File: src/rtl/spisd_pkg.sv
// spisd_pkg: shared SPI-mode SD encodings for the command sender and responder.
package spisd_pkg;
  localparam logic [1:0] RSP_R1 = 2'b00;
  localparam logic [1:0] RSP_R1B = 2'b01;
  localparam logic [1:0] RSP_R37 = 2'b10;
  localparam int R1_IDLE = 0;
  localparam int R1_ILLEGAL_CMD = 2;
  localparam int R1_COM_CRC_ERR = 3;
  localparam logic [6:0] CRC7_POLY = 7'h09;
  typedef enum logic [2:0] {ST_IDLE, ST_CMD, ST_NCR, ST_WAIT, ST_RSP, ST_BUSY} state_t;
endpackage

File: src/rtl/spirsp_if.sv
// spirsp_if: byte-level SPI link plus card-logic command/response handshake.
interface spirsp_if;
  logic i_ll_sel;
  logic i_ll_stb;
  logic [7:0] i_ll_byte;
  logic [7:0] o_ll_byte;
  logic o_cmd_stb;
  logic [5:0] o_cmd;
  logic [31:0] o_cmd_arg;
  logic o_crc_err;
  logic i_rsp_stb;
  logic [1:0] i_rsp_type;
  logic [7:0] i_rsp_r1;
  logic [31:0] i_rsp_data;
  logic i_card_busy;
  logic o_busy;
  modport master (
    output i_ll_sel, i_ll_stb, i_ll_byte, i_rsp_stb, i_rsp_type, i_rsp_r1, i_rsp_data, i_card_busy,
    input o_ll_byte, o_cmd_stb, o_cmd, o_cmd_arg, o_crc_err, o_busy
  );
  modport slave (
    input i_ll_sel, i_ll_stb, i_ll_byte, i_rsp_stb, i_rsp_type, i_rsp_r1, i_rsp_data, i_card_busy,
    output o_ll_byte, o_cmd_stb, o_cmd, o_cmd_arg, o_crc_err, o_busy
  );
endinterface

File: src/rtl/spicrc7_byte.sv
// spicrc7_byte: combinational CRC7 (x^7+x^3+1) advance over one byte, MSB first.
module spicrc7_byte
  import spisd_pkg::*;
(
  input  logic [6:0] crc_in,
  input  logic [7:0] data,
  output logic [6:0] crc_out
);
  always_comb begin
    crc_out = crc_in;
    for (int i = 7; i >= 0; i--)
      crc_out = {crc_out[5:0], 1'b0} ^ ((crc_out[6] ^ data[i]) ? CRC7_POLY : 7'd0);
  end
endmodule

File: src/rtl/spirsp.sv
// spirsp: SPI-mode SD card-side command receiver and R1/R1b/R3/R7 responder.
module spirsp
  import spisd_pkg::*;
#(
  parameter int NCR = 1,
  parameter bit OPT_CRC = 1'b1
) (
  input logic i_clk,
  input logic i_reset_n,
  spirsp_if.slave bus
);
  localparam logic [2:0] NCR_LOAD = 3'(NCR - 1);
  state_t state, state_d;
  logic [2:0] cnt, cnt_d;
  logic [6:0] crc, crc_d, crc_nx;
  logic [5:0] cmd_q, cmd_q_d, cmd_o_d;
  logic [31:0] arg_q, arg_q_d, arg_o_d, dat_q, dat_q_d;
  logic [7:0] tx_d, r1_q, r1_q_d;
  logic [1:0] typ_q, typ_q_d;
  logic rsp_v, rsp_v_d, busy_d, cmd_stb_d, crc_err_d, frame_ok;

  spicrc7_byte u_crc (
    .crc_in(state == ST_IDLE ? 7'd0 : crc),
    .data(bus.i_ll_byte),
    .crc_out(crc_nx)
  );

  assign frame_ok = bus.i_ll_byte[0] && (!OPT_CRC || bus.i_ll_byte[7:1] == crc);

  always_comb begin
    state_d = state;
    cnt_d = cnt;
    crc_d = crc;
    cmd_q_d = cmd_q;
    arg_q_d = arg_q;
    dat_q_d = dat_q;
    cmd_o_d = bus.o_cmd;
    arg_o_d = bus.o_cmd_arg;
    tx_d = bus.o_ll_byte;
    r1_q_d = r1_q;
    typ_q_d = typ_q;
    rsp_v_d = rsp_v;
    busy_d = bus.o_busy;
    cmd_stb_d = 1'b0;
    crc_err_d = 1'b0;
    if ((state == ST_NCR || state == ST_WAIT) && !rsp_v && bus.i_rsp_stb) begin
      rsp_v_d = 1'b1;
      r1_q_d = bus.i_rsp_r1;
      typ_q_d = bus.i_rsp_type;
      dat_q_d = bus.i_rsp_data;
    end
    if (!bus.i_ll_sel) begin
      state_d = ST_IDLE;
      tx_d = 8'hff;
      busy_d = 1'b0;
      rsp_v_d = 1'b0;
    end else if (bus.i_ll_stb) begin
      case (state)
        ST_IDLE: if (bus.i_ll_byte[7:6] == 2'b01) begin
          state_d = ST_CMD;
          cnt_d = '0;
          crc_d = crc_nx;
          cmd_q_d = bus.i_ll_byte[5:0];
          busy_d = 1'b1;
        end
        ST_CMD: if (cnt != 3'd4) begin
          cnt_d = cnt + 3'd1;
          crc_d = crc_nx;
          arg_q_d = {arg_q[23:0], bus.i_ll_byte};
        end else begin
          // a rejected command still answers, with a locally built COM_CRC_ERR R1
          state_d = ST_NCR;
          cnt_d = NCR_LOAD;
          cmd_stb_d = frame_ok;
          crc_err_d = !frame_ok;
          cmd_o_d = frame_ok ? cmd_q : bus.o_cmd;
          arg_o_d = frame_ok ? arg_q : bus.o_cmd_arg;
          rsp_v_d = !frame_ok;
          r1_q_d = frame_ok ? r1_q : 8'(1 << R1_COM_CRC_ERR);
          typ_q_d = frame_ok ? typ_q : RSP_R1;
        end
        ST_NCR, ST_WAIT: if (state == ST_NCR && cnt != 3'd0) cnt_d = cnt - 3'd1;
          else if (rsp_v) begin
            state_d = ST_RSP;
            tx_d = r1_q;
            cnt_d = '0;
            rsp_v_d = 1'b0;
          end else state_d = ST_WAIT;
        ST_RSP, ST_BUSY: if (typ_q[1] && cnt != 3'd4) begin
          tx_d = dat_q[31:24];
          dat_q_d = {dat_q[23:0], 8'h00};
          cnt_d = cnt + 3'd1;
        end else if (typ_q == RSP_R1B && bus.i_card_busy) begin
          state_d = ST_BUSY;
          tx_d = 8'h00;
        end else begin
          state_d = ST_IDLE;
          tx_d = 8'hff;
          busy_d = 1'b0;
        end
        default: state_d = ST_IDLE;
      endcase
    end
  end

  always_ff @(posedge i_clk or negedge i_reset_n)
    if (!i_reset_n) begin
      state <= ST_IDLE;
      cnt <= '0;
      crc <= '0;
      cmd_q <= '0;
      arg_q <= '0;
      dat_q <= '0;
      r1_q <= '0;
      typ_q <= RSP_R1;
      rsp_v <= 1'b0;
      bus.o_ll_byte <= 8'hff;
      bus.o_cmd_stb <= 1'b0;
      bus.o_crc_err <= 1'b0;
      bus.o_busy <= 1'b0;
      bus.o_cmd <= '0;
      bus.o_cmd_arg <= '0;
    end else begin
      state <= state_d;
      cnt <= cnt_d;
      crc <= crc_d;
      cmd_q <= cmd_q_d;
      arg_q <= arg_q_d;
      dat_q <= dat_q_d;
      r1_q <= r1_q_d;
      typ_q <= typ_q_d;
      rsp_v <= rsp_v_d;
      bus.o_ll_byte <= tx_d;
      bus.o_cmd_stb <= cmd_stb_d;
      bus.o_crc_err <= crc_err_d;
      bus.o_busy <= busy_d;
      bus.o_cmd <= cmd_o_d;
      bus.o_cmd_arg <= arg_o_d;
    end
endmodule
File: src/flat_wrapper.sv
// flat-port wrapper written by rule: the top's interface ports become plain ports
module spirsp_flat import spisd_pkg::*;
#(
  parameter int NCR = 1,
  parameter bit OPT_CRC = 1'b1
)
  (i_clk, i_reset_n, bus_i_ll_sel, bus_i_ll_stb, bus_i_ll_byte, bus_i_rsp_stb, bus_i_rsp_type, bus_i_rsp_r1, bus_i_rsp_data, bus_i_card_busy, bus_o_ll_byte, bus_o_cmd_stb, bus_o_cmd, bus_o_cmd_arg, bus_o_crc_err, bus_o_busy);
  spirsp_if bus_i ();
  input logic i_clk;
  input logic i_reset_n;
  input wire logic [$bits(bus_i.i_ll_sel)-1:0] bus_i_ll_sel;
  input wire logic [$bits(bus_i.i_ll_stb)-1:0] bus_i_ll_stb;
  input wire logic [$bits(bus_i.i_ll_byte)-1:0] bus_i_ll_byte;
  input wire logic [$bits(bus_i.i_rsp_stb)-1:0] bus_i_rsp_stb;
  input wire logic [$bits(bus_i.i_rsp_type)-1:0] bus_i_rsp_type;
  input wire logic [$bits(bus_i.i_rsp_r1)-1:0] bus_i_rsp_r1;
  input wire logic [$bits(bus_i.i_rsp_data)-1:0] bus_i_rsp_data;
  input wire logic [$bits(bus_i.i_card_busy)-1:0] bus_i_card_busy;
  output wire logic [$bits(bus_i.o_ll_byte)-1:0] bus_o_ll_byte;
  output wire logic [$bits(bus_i.o_cmd_stb)-1:0] bus_o_cmd_stb;
  output wire logic [$bits(bus_i.o_cmd)-1:0] bus_o_cmd;
  output wire logic [$bits(bus_i.o_cmd_arg)-1:0] bus_o_cmd_arg;
  output wire logic [$bits(bus_i.o_crc_err)-1:0] bus_o_crc_err;
  output wire logic [$bits(bus_i.o_busy)-1:0] bus_o_busy;
  assign bus_i.i_ll_sel = bus_i_ll_sel;
  assign bus_i.i_ll_stb = bus_i_ll_stb;
  assign bus_i.i_ll_byte = bus_i_ll_byte;
  assign bus_i.i_rsp_stb = bus_i_rsp_stb;
  assign bus_i.i_rsp_type = bus_i_rsp_type;
  assign bus_i.i_rsp_r1 = bus_i_rsp_r1;
  assign bus_i.i_rsp_data = bus_i_rsp_data;
  assign bus_i.i_card_busy = bus_i_card_busy;
  assign bus_o_ll_byte = bus_i.o_ll_byte;
  assign bus_o_cmd_stb = bus_i.o_cmd_stb;
  assign bus_o_cmd = bus_i.o_cmd;
  assign bus_o_cmd_arg = bus_i.o_cmd_arg;
  assign bus_o_crc_err = bus_i.o_crc_err;
  assign bus_o_busy = bus_i.o_busy;
  spirsp #(.NCR(NCR), .OPT_CRC(OPT_CRC)) u_core (.i_clk(i_clk), .i_reset_n(i_reset_n), .bus(bus_i));
endmodule
File: config.mk
export PLATFORM = sky130hd
export DESIGN_NAME = spirsp_flat
export DESIGN_NICKNAME = d
export VERILOG_FILES = /design/src/rtl/spisd_pkg.sv /design/src/rtl/spirsp_if.sv /design/src/rtl/spicrc7_byte.sv /design/src/rtl/spirsp.sv /design/src/flat_wrapper.sv
export SDC_FILE = /design/constraint.sdc
export NUM_CORES = 1
export LEC_CHECK = 0
export ABC_AREA = 1
export CORE_MARGIN = 10
export CORE_UTILIZATION = 57
export DETAILED_ROUTE_END_ITERATION = 12
export HOLD_SLACK_MARGIN = 0.15
export PLACE_DENSITY_LB_ADDON = 0.12
export RECOVER_POWER = 25
export SYNTH_ARGS = -nofsm -noshare
export SYNTH_HDL_FRONTEND = slang
export SYNTH_SLANG_ARGS = --single-unit
File: constraint.sdc
create_clock -name i_clk -period 3.4 [get_ports i_clk]
set_input_delay 0.51 -clock i_clk [delete_from_list [all_inputs] [get_ports i_clk]]
set_output_delay 0.51 -clock i_clk [all_outputs]
set_load 0.05 [all_outputs]
# Word level (Yosys, flattened, before mapping)
# Cells that the tools add are included.
# word_totals
ff_bits	143
input_bits	56
wordCells	152
# classes
add_sub_neg	2
eq_ne	23
mux	72
bitwise	17
n_reduce_logical	23
# ops
operator	count
32-bit two-way mux	5
8-bit two-way mux	12
7-bit by 4-bit bitwise XOR with 7-bit output	8
3-bit two-way mux	13
4-bit two-way mux	8
3-bit one-hot mux with 4 select lines	2
7-bit two-way mux	3
5-bit AND reduction	4
1-bit two-way mux	19
3-bit != test, second input constant	6
8-bit one-hot mux with 2 select lines	1
7-bit one-hot mux with 2 select lines	1
2-bit two-way mux	6
4-bit AND reduction	3
3-bit by 1-bit != test with 1-bit output, second input constant	3
1-bit bitwise XOR	8
7-bit equality test	1
3-bit by 2-bit equality test with 1-bit output, second input constant	2
3-bit equality test, second input constant	2
1-bit logical AND	6
2-bit by 1-bit != test with 1-bit output, second input constant	3
6-bit AND reduction	1
5-bit != test, second input constant	1
2-bit by 1-bit equality test with 1-bit output, second input constant	2
14 further kinds	17

# Longest topological paths before layout
# Gate-level depths: netlist of the first run.
# depth
depth_word	28
depth_mapped	13

# By module
# From an unflattened synthesis of the first run, not the netlist that was laid out.
# unflattened
hier_cells	828
area_unflattened_um2	6575.1
# by_module_without_submodules
module	n_inst	cells_each	area_each_um2	seq_area_each_um2
spirsp	1	750	6251.0	3588.4
spicrc7_byte	1	78	324.1	0.0

# Least setup slack after synthesis of the first run
# OpenSTA, ideal clock, no wires.
# synth_path
path_type	flip-flop to flip-flop
start	reg u_core.cnt[0]
end	reg u_core.dat_q[10]
setup_ns	0.117
t_arrival_ns	1.699
required_time_ns	3.283
slack_ns	1.584
stages_incl_launch_ff	13
n_path_buf	2
period_less_slack_ns	1.816
cell_sequence	dfrtp_1 > inv_1 > ha_1 > nand2_1 > nand2_1 > nor2_4 > inv_2 > nor2_8 > inv_2 > buf_6 > buf_6 > o21ai_1 > inv_1
# synth_via
elab_chain_len	6
# synth_lines
element	line	text
start, declared	spirsp.sv:14	logic [2:0] cnt, cnt_d;
start signal, assigned	spirsp.sv:125	cnt <= cnt_d;
3-bit != test	spirsp.sv:89	ST_RSP, ST_BUSY: if (typ_q[1] && cnt != 3'd4) begin
1-bit logical AND	spirsp.sv:89	
32-bit two-way mux	spirsp.sv:89	
32-bit two-way mux	spirsp.sv:58	case (state)
32-bit two-way mux	spirsp.sv:57	end else if (bus.i_ll_stb) begin
32-bit two-way mux	spirsp.sv:52	if (!bus.i_ll_sel) begin
named net u_core.dat_q_d[10]	spirsp.sv:17	logic [31:0] arg_q, arg_q_d, arg_o_d, dat_q, dat_q_d;
end signal, assigned	spirsp.sv:129	dat_q <= dat_q_d;
end, declared	spirsp.sv:17	
# The timed path passes the listed nets, and every way through them passes these cells.
# A chain may end at the register's enable or synchronous reset.

# Worst setup path in the final report of the first run
# layout_path
start	reg u_core.bus.o_ll_byte[6]
end	out bus_o_ll_byte[6]
# layout_rtl
element	line	text
start, declared	spirsp_if.sv:23	output o_ll_byte, o_cmd_stb, o_cmd, o_cmd_arg, o_crc_err, o_busy
start signal, assigned	spirsp.sv:133	bus.o_ll_byte <= tx_d;
end, declared	flat_wrapper.sv:19	output wire logic [$bits(bus_i.o_ll_byte)-1:0] bus_o_ll_byte;
# No word-level cell between the ends.

==> results of run 1 <==
-- worst min path at each step --
stage | slack (ns) | cells after the start | endpoint
after global routing | 0.23 | 1 | u_core.crc[3]
after detailed placement | 0.46 | 2 | u_core.bus.o_cmd[4]
final | 0.11 | 1 | u_core.bus.o_cmd[4]
after floorplan | 0.21 | 0 | u_core.arg_q[0]
after CTS | 0.18 | 1 | u_core.bus.o_cmd[4]
after global placement | 0.45 | 2 | u_core.bus.o_cmd_arg[28]
-- metal layers --
layer	global-route usage [%]	up-vias	part of all wire, %
li1	-	2666	-
met1	23.4	2554	42
met2	32.5	168	49
met3	5.29	24	7.0
met4	8.17	0	1.6
met5	0	-	0
-- area by class of cell --
cell class | instances | area, um2 | share of cell area, %
Clock buffer | 19 | 432 | 5.36
Clock inverter | 13 | 115 | 1.43
Inverter | 87 | 327 | 4.06
Multi-Input combinational cell | 514 | 2330 | 29.0
Sequential cell | 143 | 3590 | 44.6
Tap cell | 140 | 175 | 2.18
Timing Repair Buffer | 109 | 1080 | 13.4
-- power groups by stage --
stage          sequential, mW  combinational [mW]  clock [mW]
2_1_floorplan            2.66                1.31           0
3_3_place_gp             2.60                1.81           0
3_5_place_dp             2.62                1.90           0
4_1_cts                  2.61                1.92        1.74
5_1_grt                  2.68                2.20        1.81
6_report                 2.62                1.92        1.72
-- registers in the layout, indices dropped and copies added (netlist names), 2 cells and up --
name                  flops
u_core.r1_q               8
u_core.typ_q              2
u_core.bus.o_ll_byte      8
u_core.state              3
u_core.cnt                3
u_core.cmd_q              6
u_core.bus.o_cmd          6
u_core.bus.o_cmd_arg     32
u_core.dat_q             32
u_core.arg_q             32
u_core.crc                7
-- Yosys cell counts --
cell type	instances	share of area [%]
o211ai_1	2	0.24
nor2_8	1	0.31
nand3_1	48	3.8
dfrtp_1	135	53
nand2_1	235	14
a21oi_1	21	1.6
nand3_2	1	0.16
o21a_1	1	0.12
o21ai_0	89	7.0
or2_2	2	0.20
nand3b_1	1	0.12
nor2_4	2	0.35
nand4_1	3	0.29
nor2_2	1	0.098
ha_1	3	0.59
dfstp_2	8	3.3
a21oi_2	1	0.14
a211oi_1	1	0.12
o21ai_1	21	1.6
xnor2_1	2	0.27
buf_1	2	0.12
o31ai_1	1	0.12
inv_2	21	1.2
xor2_1	2	0.27
clkbuf_1	22	1.3
nor2_1	54	3.2
buf_2	3	0.24
a211oi_2	1	0.20
inv_1	66	3.9
and3_1	8	0.78
buf_6	3	0.53
o22ai_1	1	0.098
nor3_1	12	0.94
-- cell families after synthesis --
group,count (synthesis),synth area share (%)
adder cells (fa/ha/maj),3,0.588
AO/OA/AOI/OAI,139,11.3
flip-flops,143,56.2
buffers and inverters,117,7.30
XOR/XNOR,4,0.549
AND/OR/NAND/NOR,368,24.0
-- through the flow --
stage	std cells	hold slack (ns)	area, um2	util (%)
after floorplan	774	0.214	6380	-
after global placement	993	0.453	7500	68.9
after detailed placement	993	0.459	7500	68.9
after CTS	1025	0.181	8050	73.9
after global routing	1025	0.226	8050	73.9
final	1025	0.112	8050	73.9
==> flow_summary_export.csv, run 1 <==
group,metric,value,unit
die,fp.dieH,126,um
timing,setup-violations-final,0,
timing,rsz0062_at_grt,"no",
die,dieWidth,126,um
finish,num_antenna_cells,0,
critical_path,cp_top_family,"buffers and inverters",
critical_path,crit_path_end_kind,"primary output",
global_routing,overflow,0,
critical_path,rrSetupSlack,0.99,ns
critical_path,crit_start,"u_core.bus.o_ll_byte[6]",
route,wl_per_cell,15.2,um
job,max-cap-violations,0,
critical_path,slowest_stage,"clkdlybuf4s50_1",
finish,fill_cells,845,
die,dieArea,15800,um2
route,drt-total-wl,15.6,mm
power,p_switching,2.30,mW
die,start_util,58.6,%
power,seq_power_share,41.8,%
finish,final_cell_mix,"nand2_1, dfrtp_1, clkdlybuf4s50_1, o21ai_0, inv_1",
finish,finalNetCount,931,
cts,clk_pin_slew,0.06,ns
place,place_ws,0.806,ns
critical_path,arrival,1.90,ns
critical_path,r2r_start,"u_core.cnt[0]",
die,rows,38,
global_routing,antenna_found_initial,0,
critical_path,critical_path.max_fanout,2,
critical_path,endpoint,"bus_o_ll_byte[6]",
critical_path,required,2.89,ns
power,intPower,3.97,mW
timing,tightestPinTransition,1.06,ns
critical_path,reg2reg_to,"u_core.arg_q[31]",
place,gp_congestion,0.871,
hold_path,hold_class,"in -> async",
timing,hold_violations,0,
power,fin_total_pwr,6.26,mW
timing,min_period_over_period,71.0,%
critical_path,crit_cells,1,
synth,avgSynthCellArea,8.24,um2
power,p_leak,3.97,nW
timing,max_slew_margin,29.5,%
synth,synth_area,6380,um2
power,peakVddDrop,455,uV
synth,ys_ff_latch,143,
critical_path,crit_path_start_kind,"flop",
critical_path,path_class,"reg -> out",
synth,ys_types,33,
cts,h-tree-depth,4,
die,coreArea,10900,um2
critical_path,max_stage_delay,0.81,ns
power,pwr-share-clk,27.5,%
cts,cts_buffers,17,
route,first_pass_iters,5,
timing,final.setup.tns,0,ns
global_routing,grt_pass1_wl,25.8,mm
finish,final_common_cell,"nand2_1",
synth,synthCells,774,
global_routing,grt_pass1_vias,5345,
global_routing,grt_util_all_layers,19.5,%
finish,area_growth,26.2,%
route,drtIter0Drc,492,
power,p_per_area,778,nW/um2
route,viasPerCell,5.28,
critical_path,r2r_cells,7,
timing,fin_skew,0.00685,ns
timing,post-route-min-period,2.41,ns
power,comb_power_share,30.7,%
timing,slew_viol_final,0,
timing,fin_ws,0.986,ns
finish,drive_gt1_share,8.70,%
cts,cts_buffer_depth,2,
route,vias,5412,
run_status,status,"complete, no violations",
place,port_buffers,104,
synth,syn_nets,833,
route,drc,0,
cts,cts-root-buf,"clkbuf_8",
critical_path,crit_chain,"clkdlybuf4s50_1",
cts,cts_resized,0,
cts,cts_tree,"built",
timing,max_freq,414,MHz
route,detail-route-antenna-nets,0,
synth,ys_seq_area_share,56.2,%
synth,yosys_warnings,0,
cts,insertion_delay,0.53,ns
cts,cts_sinks,143,
critical_path,cp_num_buf_inv,1,
die,design.portCount,105,
power,power_switching_share,36.7,%
cts,post_cts_buffers,0,
cts,postCtsHoldBufs,0,
global_routing,grt_max_degree,120,
place,place_hpwl,10.5,mm
No activity file was read; power rests on OpenSTA's default activity.
==> run 2, diff against run 1 <==
--- a/config.mk
+++ b/config.mk
@@ -7,7 +7,7 @@
 export LEC_CHECK = 0
 export ABC_AREA = 1
 export CORE_MARGIN = 10
-export CORE_UTILIZATION = 57
+export CORE_UTILIZATION = 48
 export DETAILED_ROUTE_END_ITERATION = 12
 export HOLD_SLACK_MARGIN = 0.15
 export PLACE_DENSITY_LB_ADDON = 0.12
==> constraint.sdc (replaced) <==
create_clock -name i_clk -period 2 [get_ports i_clk]
set_input_delay 0.3 -clock i_clk [delete_from_list [all_inputs] [get_ports i_clk]]
set_output_delay 0.3 -clock i_clk [all_outputs]
set_load 0.05 [all_outputs]
==> run 2 against run 1 <==
Sequential share of layout area down 2.1 points. Flip-flop and latch count did not move. Critical path depth stayed put. Non-clock buffer count grew 30. Clock power is 80% higher. Cell count is 6.3% higher.
==> flow_summary_export.csv, run 2 (synthesis gave the netlist of run 1 again) <==
group,metric,value,unit
route,drc,0,
finish,fill_cells,1105,
cts,clk_pin_slew,0.06,ns
power,p_leak,4.16,nW
cts,cts_buffers,17,
route,detail-route-antenna-nets,0,
critical_path,crit_path_start_kind,"flop",
die,rows,42,
die,dieWidth,135,um
place,port_buffers,104,
job,max-cap-violations,0,
critical_path,crit_chain,"clkdlybuf4s50_1",
critical_path,arrival,1.64,ns
finish,final_common_cell,"nand2_1",
critical_path,path_class,"reg -> out",
critical_path,slowest_stage,"clkdlybuf4s50_1",
critical_path,r2r_cells,6,
power,intPower,7.01,mW
die,fp.dieH,135,um
cts,cts_tree,"built",
power,p_per_area,1280,nW/um2
cts,cts_sinks,143,
route,drtIter0Drc,467,
cts,cts-root-buf,"clkbuf_16",
die,dieArea,18300,um2
timing,max_slew_margin,46.4,%
global_routing,grt_pass1_vias,5402,
power,pwr-share-clk,28.5,%
power,fin_total_pwr,10.8,mW
finish,area_growth,32.4,%
finish,multiInputGateArea,2360,um2
run_status,status,"complete, no violations",
die,coreArea,13100,um2
cts,h-tree-depth,4,
cts,cts_buffer_depth,2,
route,wl_per_cell,14.2,um
route,first_pass_iters,5,
die,design.portCount,105,
global_routing,grt_util_all_layers,17.0,%
finish,final_cell_mix,"nand2_1, dfrtp_1, clkdlybuf4s50_1, o21ai_0, inv_1",
power,seq_power_share,40.7,%
finish,num_antenna_cells,0,
cts,insertion_delay,0.41,ns
critical_path,required,1.70,ns
power,peakVddDrop,803,uV
power,p_switching,3.84,mW
critical_path,cp_num_buf_inv,1,
place,dp_cells,1057,
global_routing,overflow,0,
route,viasPerCell,5.01,
timing,hold_violations,0,
finish,regArea,3590,um2
place,gp_congestion,0.896,
finish,drive_gt1_share,12.8,%
critical_path,crit_cells,1,
timing,slew_viol_final,0,
finish,finalNetCount,961,
die,start_util,48.6,%
hold_path,hold_class,"in -> reg",
place,place_hpwl,10.9,mm
global_routing,grt_pass1_wl,25.6,mm
critical_path,critical_path.max_fanout,2,
finish,reg_top3,"u_core.arg_q: 32 flops, u_core.bus.o_cmd_arg: 32 flops, u_core.dat_q: 32 flops",
finish,fin_cells,1090,
critical_path,max_stage_delay,0.83,ns
finish,final_core_util,64.3,%
critical_path,cp_top_family,"buffers and inverters",
timing,post-route-min-period,1.94,ns
timing,setup-violations-final,0,
timing,tightestPinTransition,0.803,ns
power,comb_power_share,30.8,%
hold_path,hold_path_depth,3,
global_routing,grt_max_degree,65,
route,drt-total-wl,15.5,mm
power,power_switching_share,35.4,%
route,vias,5463,
timing,fin_skew,0.00881,ns
global_routing,antenna_found_initial,0,
timing,max_freq,515,MHz
critical_path,crit_path_end_kind,"primary output",
timing,min_period_over_period,97.0,%
[run 2: cell count changes in the layout (fill, tap and decap cells not counted), sizes merged]
| cell | delta |
|---|---|
| clkbuf | +5 |
| dlygate4sd3 | +1 |
| bufinv | +1 |
| inv | +2 |
| clkinv | -7 |
| clkinvlp | +2 |
| clkdlybuf4s50 | -8 |
| buf | +33 |
[run 2: stage by stage]
| step | setup WS, ns | instance area (um2) | TNS [ns] | hold WS, ns |
|---|---|---|---|---|
| final | 0.0600 | 8450 | 0 | 0.463 |
| after global routing | -0.00905 | 8450 | -0.00905 | 0.462 |
| after CTS | 0.0358 | 8420 | 0 | 0.336 |
| after detailed placement | -0.108 | 7830 | -2.50 | 0.204 |
| after global placement | -0.0359 | 7830 | -0.740 | 0.204 |
| after floorplan | 0.184 | 6380 | 0 | 0.00441 |
[run 2: timing repair]
action,CTS,global route
gates resized for setup,0,6
hold buffers,1,0
hold endpoints to repair,78,0
setup buffers,0,0
endpoints found under the setup margin,0,41
[run 2: cell type report]
class	instances	area share, %
clock buffers	20	5.29
clock inverters	11	1.58
inverters	87	3.87
multi-input cells	514	27.9
flip-flops and latches	143	42.5
well taps	176	2.61
repair buffers	139	16.2
[run 2: layer usage]
metal	part of all wire [%]	track usage [%]
met1	43	21.2
met2	48	27.5
met3	6.7	5.30
met4	1.4	5.92
met5	0	0
[run 2: power by group through the flow]
stage / registers [mW] / clock network [mW] / logic [mW]
finish: 4.41 / 3.10 / 3.34
global route: 4.52 / 3.30 / 3.86
CTS: 4.41 / 3.15 / 3.35
detailed placement: 4.44 / 0 / 3.33
global placement: 4.41 / 0 / 3.22
floorplan: 4.52 / 0 / 2.22
[run 2: worst paths after layout]
kind | slack (ns) | startpoint | to
max in group asynchronous | 0.31 | i_reset_n | u_core.dat_q[8]
setup / recovery | 0.06 | u_core.bus.o_cmd_arg[2] | bus_o_cmd_arg[2]
hold / removal | 0.46 | bus_i_rsp_data[2] | u_core.dat_q[2]
min in group asynchronous | 0.52 | i_reset_n | u_core.bus.o_cmd[5]
hold reg to reg | 0.47 | u_core.arg_q[27] | u_core.bus.o_cmd_arg[27]
setup reg to reg | 0.12 | u_core.state[2] | u_core.crc[2]
